`config.mk`:
```
export PLATFORM = sky130hd
export DESIGN_NAME = bus_trace_ctrl
export DESIGN_NICKNAME = d
export VERILOG_FILES = /design/src/rtl/bus_trace_pkg.sv /design/src/rtl/bus_trace_ctrl_fifo.sv /design/src/rtl/bus_trace_ctrl.sv
export SDC_FILE = /design/constraint.sdc
export NUM_CORES = 1
export LEC_CHECK = 0
export BUFFER_PORTS_ARGS = -buffer_cell sky130_fd_sc_hd__buf_2
export CAP_MARGIN = 10
export CORE_MARGIN = 5
export CORE_UTILIZATION = 55
export CTS_BUF_LIST = sky130_fd_sc_hd__clkbuf_4 sky130_fd_sc_hd__clkbuf_8 sky130_fd_sc_hd__clkbuf_16
export CTS_CLUSTER_DIAMETER = 200
export DETAILED_ROUTE_END_ITERATION = 16
export PLACE_DENSITY_LB_ADDON = 0.08
export SYNTH_ARGS = -nofsm -noshare
export SYNTH_HDL_FRONTEND = slang
export SYNTH_SLANG_ARGS = --single-unit
```
`constraint.sdc`:
```
create_clock -name clk_i -period 4.8 [get_ports clk_i]
set_clock_uncertainty 0.2 [all_clocks]
set_input_delay 0.48 -clock clk_i [delete_from_list [all_inputs] [get_ports clk_i]]
set_output_delay 0.48 -clock clk_i [all_outputs]
set_load 0.03 [all_outputs]
```
`src/rtl/bus_trace_pkg.sv`:
```
// Shared types and defaults for the bus-trace controller: entry layout,
// readback word selects and the readback sequencer states.
package bus_trace_pkg;

  localparam int DEPTH_POW_DEF = 10;
  localparam int FIFO_POW_DEF  = 2;
  localparam int DROP_W        = 16;

  localparam logic [1:0] WORD_DATA = 2'd0;
  localparam logic [1:0] WORD_ADDR = 2'd1;
  localparam logic [1:0] WORD_WE   = 2'd2;
  localparam logic [1:0] WORD_TS   = 2'd3;

  typedef struct packed {
    logic [31:0] ts;
    logic        we;
    logic [31:0] addr;
    logic [31:0] data;
  } entry_t;

  localparam int ENTRY_W = $bits(entry_t);

  typedef enum logic [1:0] {
    RD_IDLE,
    RD_ADDR,
    RD_RESP
  } rd_state_t;

  // RAM line layout: {ts, 31'b0, we, addr, data}
  function automatic logic [127:0] entry_to_line(entry_t e);
    return {e.ts, 31'b0, e.we, e.addr, e.data};
  endfunction

  function automatic logic [31:0] select_word(logic [127:0] line, logic [1:0] sel);
    logic [31:0] w;
    case (sel)
      WORD_DATA: w = line[31:0];
      WORD_ADDR: w = line[63:32];
      WORD_WE:   w = line[95:64];
      default:   w = line[127:96];
    endcase
    return w;
  endfunction

endpackage

```
`src/rtl/bus_trace_ctrl_fifo.sv`:
```
// Small show-ahead synchronous FIFO for captured transactions; the head entry
// is visible on dout_bo so it can be written to the trace RAM in the pop cycle.
module trace_fifo #(
  parameter int WIDTH = 97,
  parameter int POW   = 2
) (
  input  logic             clk_i,
  input  logic             rst_i,
  input  logic             clr_i,
  input  logic             push_i,
  input  logic             pop_i,
  input  logic [WIDTH-1:0] din_bi,
  output logic [WIDTH-1:0] dout_bo,
  output logic             full_o,
  output logic             empty_o
);

  logic [WIDTH-1:0] mem_reg [2**POW];
  logic [POW:0]     wr_ptr_reg;
  logic [POW:0]     rd_ptr_reg;

  assign empty_o = (wr_ptr_reg == rd_ptr_reg);
  assign full_o  = (wr_ptr_reg[POW] != rd_ptr_reg[POW]) &&
                   (wr_ptr_reg[POW-1:0] == rd_ptr_reg[POW-1:0]);
  assign dout_bo = mem_reg[rd_ptr_reg[POW-1:0]];

  always_ff @(posedge clk_i) begin
    if (push_i) begin
      mem_reg[wr_ptr_reg[POW-1:0]] <= din_bi;
    end
  end

  always_ff @(posedge clk_i) begin
    if (rst_i || clr_i) begin
      wr_ptr_reg <= '0;
      rd_ptr_reg <= '0;
    end else begin
      if (push_i) wr_ptr_reg <= wr_ptr_reg + 1'b1;
      if (pop_i)  rd_ptr_reg <= rd_ptr_reg + 1'b1;
    end
  end

endmodule

```
`src/rtl/bus_trace_ctrl.sv`:
```
// Bus-trace RAM controller: timestamps captured bus transactions into a circular
// trace buffer and shares the single RAM port with a fixed-latency host readback.
module bus_trace_ctrl
  import bus_trace_pkg::*;
#(
  parameter int DEPTH_POW = DEPTH_POW_DEF,
  parameter int FIFO_POW  = FIFO_POW_DEF
) (
  input  logic                 clk_i,
  input  logic                 rst_i,
  input  logic                 enable_i,
  input  logic                 wrap_mode_i,
  input  logic                 clear_i,
  input  logic                 cap_valid_i,
  input  logic                 cap_we_i,
  input  logic [31:0]          cap_addr_bi,
  input  logic [31:0]          cap_data_bi,
  input  logic                 rd_req_i,
  input  logic [DEPTH_POW-1:0] rd_idx_bi,
  input  logic [1:0]           rd_word_bi,
  output logic                 rd_busy_o,
  output logic                 rd_resp_o,
  output logic [31:0]          rd_data_bo,
  output logic                 ram_we_o,
  output logic [DEPTH_POW-1:0] ram_addr_bo,
  output logic [127:0]         ram_wdata_bo,
  input  logic [127:0]         ram_rdata_bi,
  output logic [DEPTH_POW:0]   count_bo,
  output logic                 full_o,
  output logic                 wrapped_o,
  output logic [DROP_W-1:0]    drop_cnt_bo
);

  rd_state_t            rd_state_reg, rd_state_next;
  logic [31:0]          ts_reg;
  logic [DEPTH_POW-1:0] wr_ptr_reg;
  logic [DEPTH_POW-1:0] rd_addr_reg;
  logic [DEPTH_POW:0]   count_reg;
  logic                 wrapped_reg;
  logic [DROP_W-1:0]    drop_reg;
  logic [1:0]           rd_word_reg;
  logic                 rd_oob_reg;

  entry_t               fifo_din;
  entry_t               fifo_dout;
  logic                 fifo_full, fifo_empty, fifo_push, fifo_pop;
  logic                 cap_ok, stop_full, rd_addr_phase, rd_accept;
  logic                 wr_en, drop_cap, drop_pop;
  logic [DEPTH_POW-1:0] oldest;
  logic [DROP_W:0]      drop_sum;

  // count never exceeds 2**DEPTH_POW, so its MSB alone means "full"
  assign rd_addr_phase = (rd_state_reg == RD_ADDR);
  assign rd_accept     = rd_req_i && !rd_addr_phase;
  assign stop_full     = !wrap_mode_i && count_reg[DEPTH_POW];
  assign cap_ok        = cap_valid_i && enable_i && !clear_i;
  assign fifo_push     = cap_ok && !fifo_full && !stop_full;
  assign drop_cap      = cap_ok && (fifo_full || stop_full);
  assign fifo_pop      = !rd_addr_phase && !fifo_empty && !clear_i;
  assign wr_en         = fifo_pop && !stop_full;
  assign drop_pop      = fifo_pop && stop_full;
  assign drop_sum      = {1'b0, drop_reg} + {{DROP_W{1'b0}}, drop_cap}
                                          + {{DROP_W{1'b0}}, drop_pop};
  assign oldest        = count_reg[DEPTH_POW] ? wr_ptr_reg : '0;
  assign fifo_din      = '{ts: ts_reg, we: cap_we_i, addr: cap_addr_bi, data: cap_data_bi};

  trace_fifo #(
    .WIDTH (ENTRY_W),
    .POW   (FIFO_POW)
  ) u_fifo (
    .clk_i   (clk_i),
    .rst_i   (rst_i),
    .clr_i   (clear_i),
    .push_i  (fifo_push),
    .pop_i   (fifo_pop),
    .din_bi  (fifo_din),
    .dout_bo (fifo_dout),
    .full_o  (fifo_full),
    .empty_o (fifo_empty)
  );

  always_comb begin
    rd_state_next = rd_state_reg;
    case (rd_state_reg)
      RD_IDLE: if (rd_req_i) rd_state_next = RD_ADDR;
      RD_ADDR: rd_state_next = RD_RESP;
      RD_RESP: rd_state_next = rd_req_i ? RD_ADDR : RD_IDLE;
      default: rd_state_next = RD_IDLE;
    endcase
  end

  always_ff @(posedge clk_i) begin
    if (rst_i) begin
      rd_state_reg <= RD_IDLE;
      rd_addr_reg  <= '0;
      rd_word_reg  <= '0;
      rd_oob_reg   <= 1'b0;
    end else begin
      rd_state_reg <= rd_state_next;
      if (rd_accept) begin
        rd_addr_reg <= oldest + rd_idx_bi;
        rd_word_reg <= rd_word_bi;
        rd_oob_reg  <= ({1'b0, rd_idx_bi} >= count_reg);
      end
    end
  end

  // clear wipes trace state but leaves an in-flight readback alone
  always_ff @(posedge clk_i) begin
    if (rst_i || clear_i) begin
      ts_reg      <= '0;
      wr_ptr_reg  <= '0;
      count_reg   <= '0;
      wrapped_reg <= 1'b0;
      drop_reg    <= '0;
    end else begin
      ts_reg   <= ts_reg + 32'd1;
      drop_reg <= drop_sum[DROP_W] ? {DROP_W{1'b1}} : drop_sum[DROP_W-1:0];
      if (wr_en) begin
        wr_ptr_reg <= wr_ptr_reg + 1'b1;
        if (count_reg[DEPTH_POW]) wrapped_reg <= 1'b1;
        else                      count_reg   <= count_reg + 1'b1;
      end
    end
  end

  assign ram_we_o     = wr_en;
  assign ram_addr_bo  = rd_addr_phase ? rd_addr_reg : wr_ptr_reg;
  assign ram_wdata_bo = entry_to_line(fifo_dout);

  assign rd_busy_o    = rd_addr_phase;
  assign rd_resp_o    = (rd_state_reg == RD_RESP);
  assign rd_data_bo   = (rd_resp_o && !rd_oob_reg) ? select_word(ram_rdata_bi, rd_word_reg) : '0;

  assign count_bo     = count_reg;
  assign full_o       = count_reg[DEPTH_POW];
  assign wrapped_o    = wrapped_reg;
  assign drop_cnt_bo  = drop_reg;

endmodule

```
==> metrics.csv <==
stage,metric,value,unit
setup_path,maximum fanout along the worst path,21,
min_path,hold path startpoint,rst_i,
setup_path,length in cells of the worst reg-to-reg path,9,
floorplan,total number of placement rows,69,
floorplan,number of top-level design ports,414,
timing,highest achievable clock rate,0.302,GHz
clocking,H-tree depth,2,
timing,worst hold slack,0.106,ns
global_route,total global routing track utilization,22.7,%
global_route,first-pass GRT wire length,71600,um
timing,aggregate negative setup slack,0,ns
global_route,antenna violations before repair,6,
power_and_ir_drop,VDD IR-drop max,0.000231,V
drt,average vias per placed instance,5.52,
timing,number of max-slew violations in the final report,0,
global_route,vias in the first global route,12600,
clocking,number of buffers inserted to repair setup after CTS,0,
timing,worst rel slew slack,33.0,%
cells_and_area,layout cells sized above 1,36.5,%
drt,average detailed-routed wire length per instance,21.2,um
synthesis,Syn Inst Count,1202,
cells_and_area,area added between synthesis and finish,22.8,%
clocking,"Reg clk slew, reported paths",0.06,ns
global_route,aggregate global routing overflow,0,
clocking,deepest clock path buffer count,3,
timing,Setup Viol. Count Final,0,
clocking,Resized cells post-CTS,0,
drt,detailed-router iteration count before antenna repair,6,
setup_path,kind of start point of the critical path,register,
min_path,number of cells traversed by the worst hold path,2,
setup_path,register-to-register setup slack,1.63,ns
setup_path,count of buffering cells on the critical path with inverters included,2,
synthesis,async set-or-reset flop fraction in the synthesized netlist,0,%
place,Placer Congestion,0.877,
setup_path,launching element of the worst setup path,rd_word_reg[0],
synthesis,post-synthesis instance area,0.0200,sq mm
setup_path,critical path required time,4.12,ns
setup_path,worst r2r dst,drop_cnt_bo[5],
floorplan,overall die area,0.0403,sq mm
setup_path,signal arrival time at the worst endpoint,2.63,ns
synthesis,leading post-synthesis cells by cell area,"edfxtp_1 58%, mux4_2 15%, dfxtp_1 9.3%, ha_1 1.8%, xor2_1 1.6%",
place,worst slack after detailed placement,1.67,ns
setup_path,highest cell delay on the worst timing path,0.81,ns
timing,RSZ-0062 raised after global routing,false,
clocking,number of buffers added to fix hold violations after cts,69,
synthesis,average instance area after synthesis,16.6,sq um
synthesis,yosys synthesis warning count,0,
timing,min cycle time layout,3.31,ns
timing,final count of hold timing violations,0,
timing,worst slew pin tran,0.997,ns
flow_run,Max Cap Violations,0,
clocking,clock tree from TritonCTS,yes,
setup_path,crit path max-delay cell type,dfxtp_2,
global_route,largest net degree at the start of global routing,98,
synthesis,post-synth cell types,51,
clocking,clk_lat worst skew,0.57,ns
cells_and_area,max reg flops,388,
drt,wire length reported by the detailed router,45800,um
cells_and_area,final layout net count,1900,
power_and_ir_drop,leakage power,8.85,nW
min_path,worst hold path endpoint,rd_state_reg[1],
drt,First DRT Iteration DRCs,568,
synthesis,number of enable-type register cells in the synthesized netlist,388,
floorplan,core outline area,0.0357,sq mm
floorplan,effective utilization at floorplan,56.0,%
clocking,Clock Root Buffer,clkbuf_16,
place,HPWL reported at the end of detailed placement,30900,um
setup_path,type of element capturing the critical path,output pin,
timing,final worst-path cycle share,69.0,%
clocking,CTS Buf Count,47,
setup_path,Critical Setup Path Class,register to output pin,
drt,post-route DRC violation count,0,
drt,via count of the routed design,11900,
synthesis,"flops & latches, synth",481,
status,outcome,completed,
drt,Post-DRT Antenna Nets,0,
setup_path,reg-to-reg critical path startpoint,u_fifo.wr_ptr_reg[0],
setup_path,critical-path cell list,"buf_4, mux4_2, nor2b_1, buf_2",
min_path,Hold Path Class,input pin to register,
floorplan,Die X,201,um
synthesis,share of the yosys chip area belonging to registers,67.5,%
place,count of buffers inserted at the top-level ports,382,
synthesis,cell type contributing the most total cell area after synthesis,edfxtp_1,
synthesis,share of Yosys cell area claimed by the top area cell type,58.2,%
floorplan,Die H,201,um
timing,slack of the critical path,1.49,ns
clocking,sink count of the clock tree,481,
power_and_ir_drop,pwr/cell area,352,mW/mm^2
synthesis,"Primary FF master, synth",edfxtp_1,
setup_path,CP top delay family,flip-flops,
==> cell families (layout without fill, tap and decap cells) <==
group	Yosys count	count (layout)	share of synthesized area (%)
fa+ha+maj	30	30	1.95
simple gates	304	304	7.65
compound gates	81	81	2.55
xor+xnor	66	66	2.96
flops	481	481	67.5
other cells	1	33	0.0187
buf+inv	108	573	2.72
mux	131	131	14.6
==> layout make-up <==
class,count,area (sq um)
Fill cell,2484,11200
Clock inverter,26,215
Sequential cell,481,13500
Antenna cell,2,5.00
Multi-Input combinational cell,643,6080
Timing Repair Buffer,465,2770
Tap cell,461,577
Inverter,20,75.1
Clock buffer,62,1330
==> Yosys cell counts (3+ instances only) <==
library cell	n
a211oi_1	8
a21o_1	3
a21oi_1	37
a31oi_1	4
and2_1	19
and3_1	13
and4_1	6
buf_2	15
buf_4	32
clkbuf_1	40
dfxtp_1	93
edfxtp_1	388
ha_1	28
inv_1	20
mux4_2	129
nand2_1	68
nand2b_1	5
nand3_1	34
nand4_1	17
nor2_1	74
nor2b_1	36
nor3_1	9
nor3b_1	3
nor4_1	3
nor4b_1	3
o21ai_0	15
o31ai_1	3
or3_1	7
or4_1	3
xnor2_1	28
xor2_1	36
==> stage by stage <==
stage	area, sq um	utilization [%]	power [W]	instances
after floorplan	20100	-	0.00491	1232
after global placement	22300	62.5	0.00507	2001
after detailed placement	22300	62.5	0.00508	2001
after CTS	24600	68.7	0.00874	2158
after global routing	24600	68.8	0.00896	2160
final	24600	68.8	0.00865	2160
==> cell usage in the layout (no fill, tap or decap), types with 8 or more instances in the layout <==
cell / n
nand4_1: 17
a211oi_1: 8
clkinv_2: 10
and3_1: 13
buf_2: 382
and2_1: 15
nor3_1: 9
nand2_1: 67
xor2_1: 36
xnor2_1: 28
nor2_1: 74
edfxtp_1: 388
conb_1: 31
clkbuf_4: 10
o21ai_0: 15
ha_1: 28
clkinv_1: 9
mux4_2: 129
nand3_1: 34
a21oi_1: 37
nor2b_1: 36
buf_4: 9
clkbuf_16: 48
dfxtp_1: 90
dlygate4sd3_1: 69
inv_1: 20
==> worst max path at each step <==
stage / slack (ns) / depth (start not counted) / end
global placement: 1.68 / 9 / drop_cnt_bo[5]
detailed placement: 1.67 / 5 / u_fifo.mem_reg[0][74]
finish: 1.49 / 4 / rd_data_bo[20]
CTS: 1.40 / 4 / rd_data_bo[12]
floorplan: 0.73 / 3 / u_fifo.mem_reg[3][0]
global route: 1.26 / 4 / rd_data_bo[8]
==> routing by layer <==
layer	vias up	routed length (um)	track usage [%]
met5	-	0	0
met2	367	24500	40.5
met1	5980	17700	27.9
met3	59	2510	4.70
met4	0	1090	7.30
li1	5511	-	-
==> report_power, final <==
group	switching, W	internal [W]	total, W
Sequential	0.0000202	0.00452	0.00454
Clock	0.00149	0.00212	0.00362
Combinational	0.000272	0.000221	0.000493
==> worst register-to-register path: cells and delay by family (launching register included) <==
kind | cells | cell delay, ns
AOI/OAI and AO/OA | 2 | 0.80
xor gates and xnor gates | 1 | 0.15
adders and majority gates | 2 | 0.74
DFF | 1 | 0.50
and+or+nand+nor | 4 | 0.66
Power figures use the tool's default switching activity.
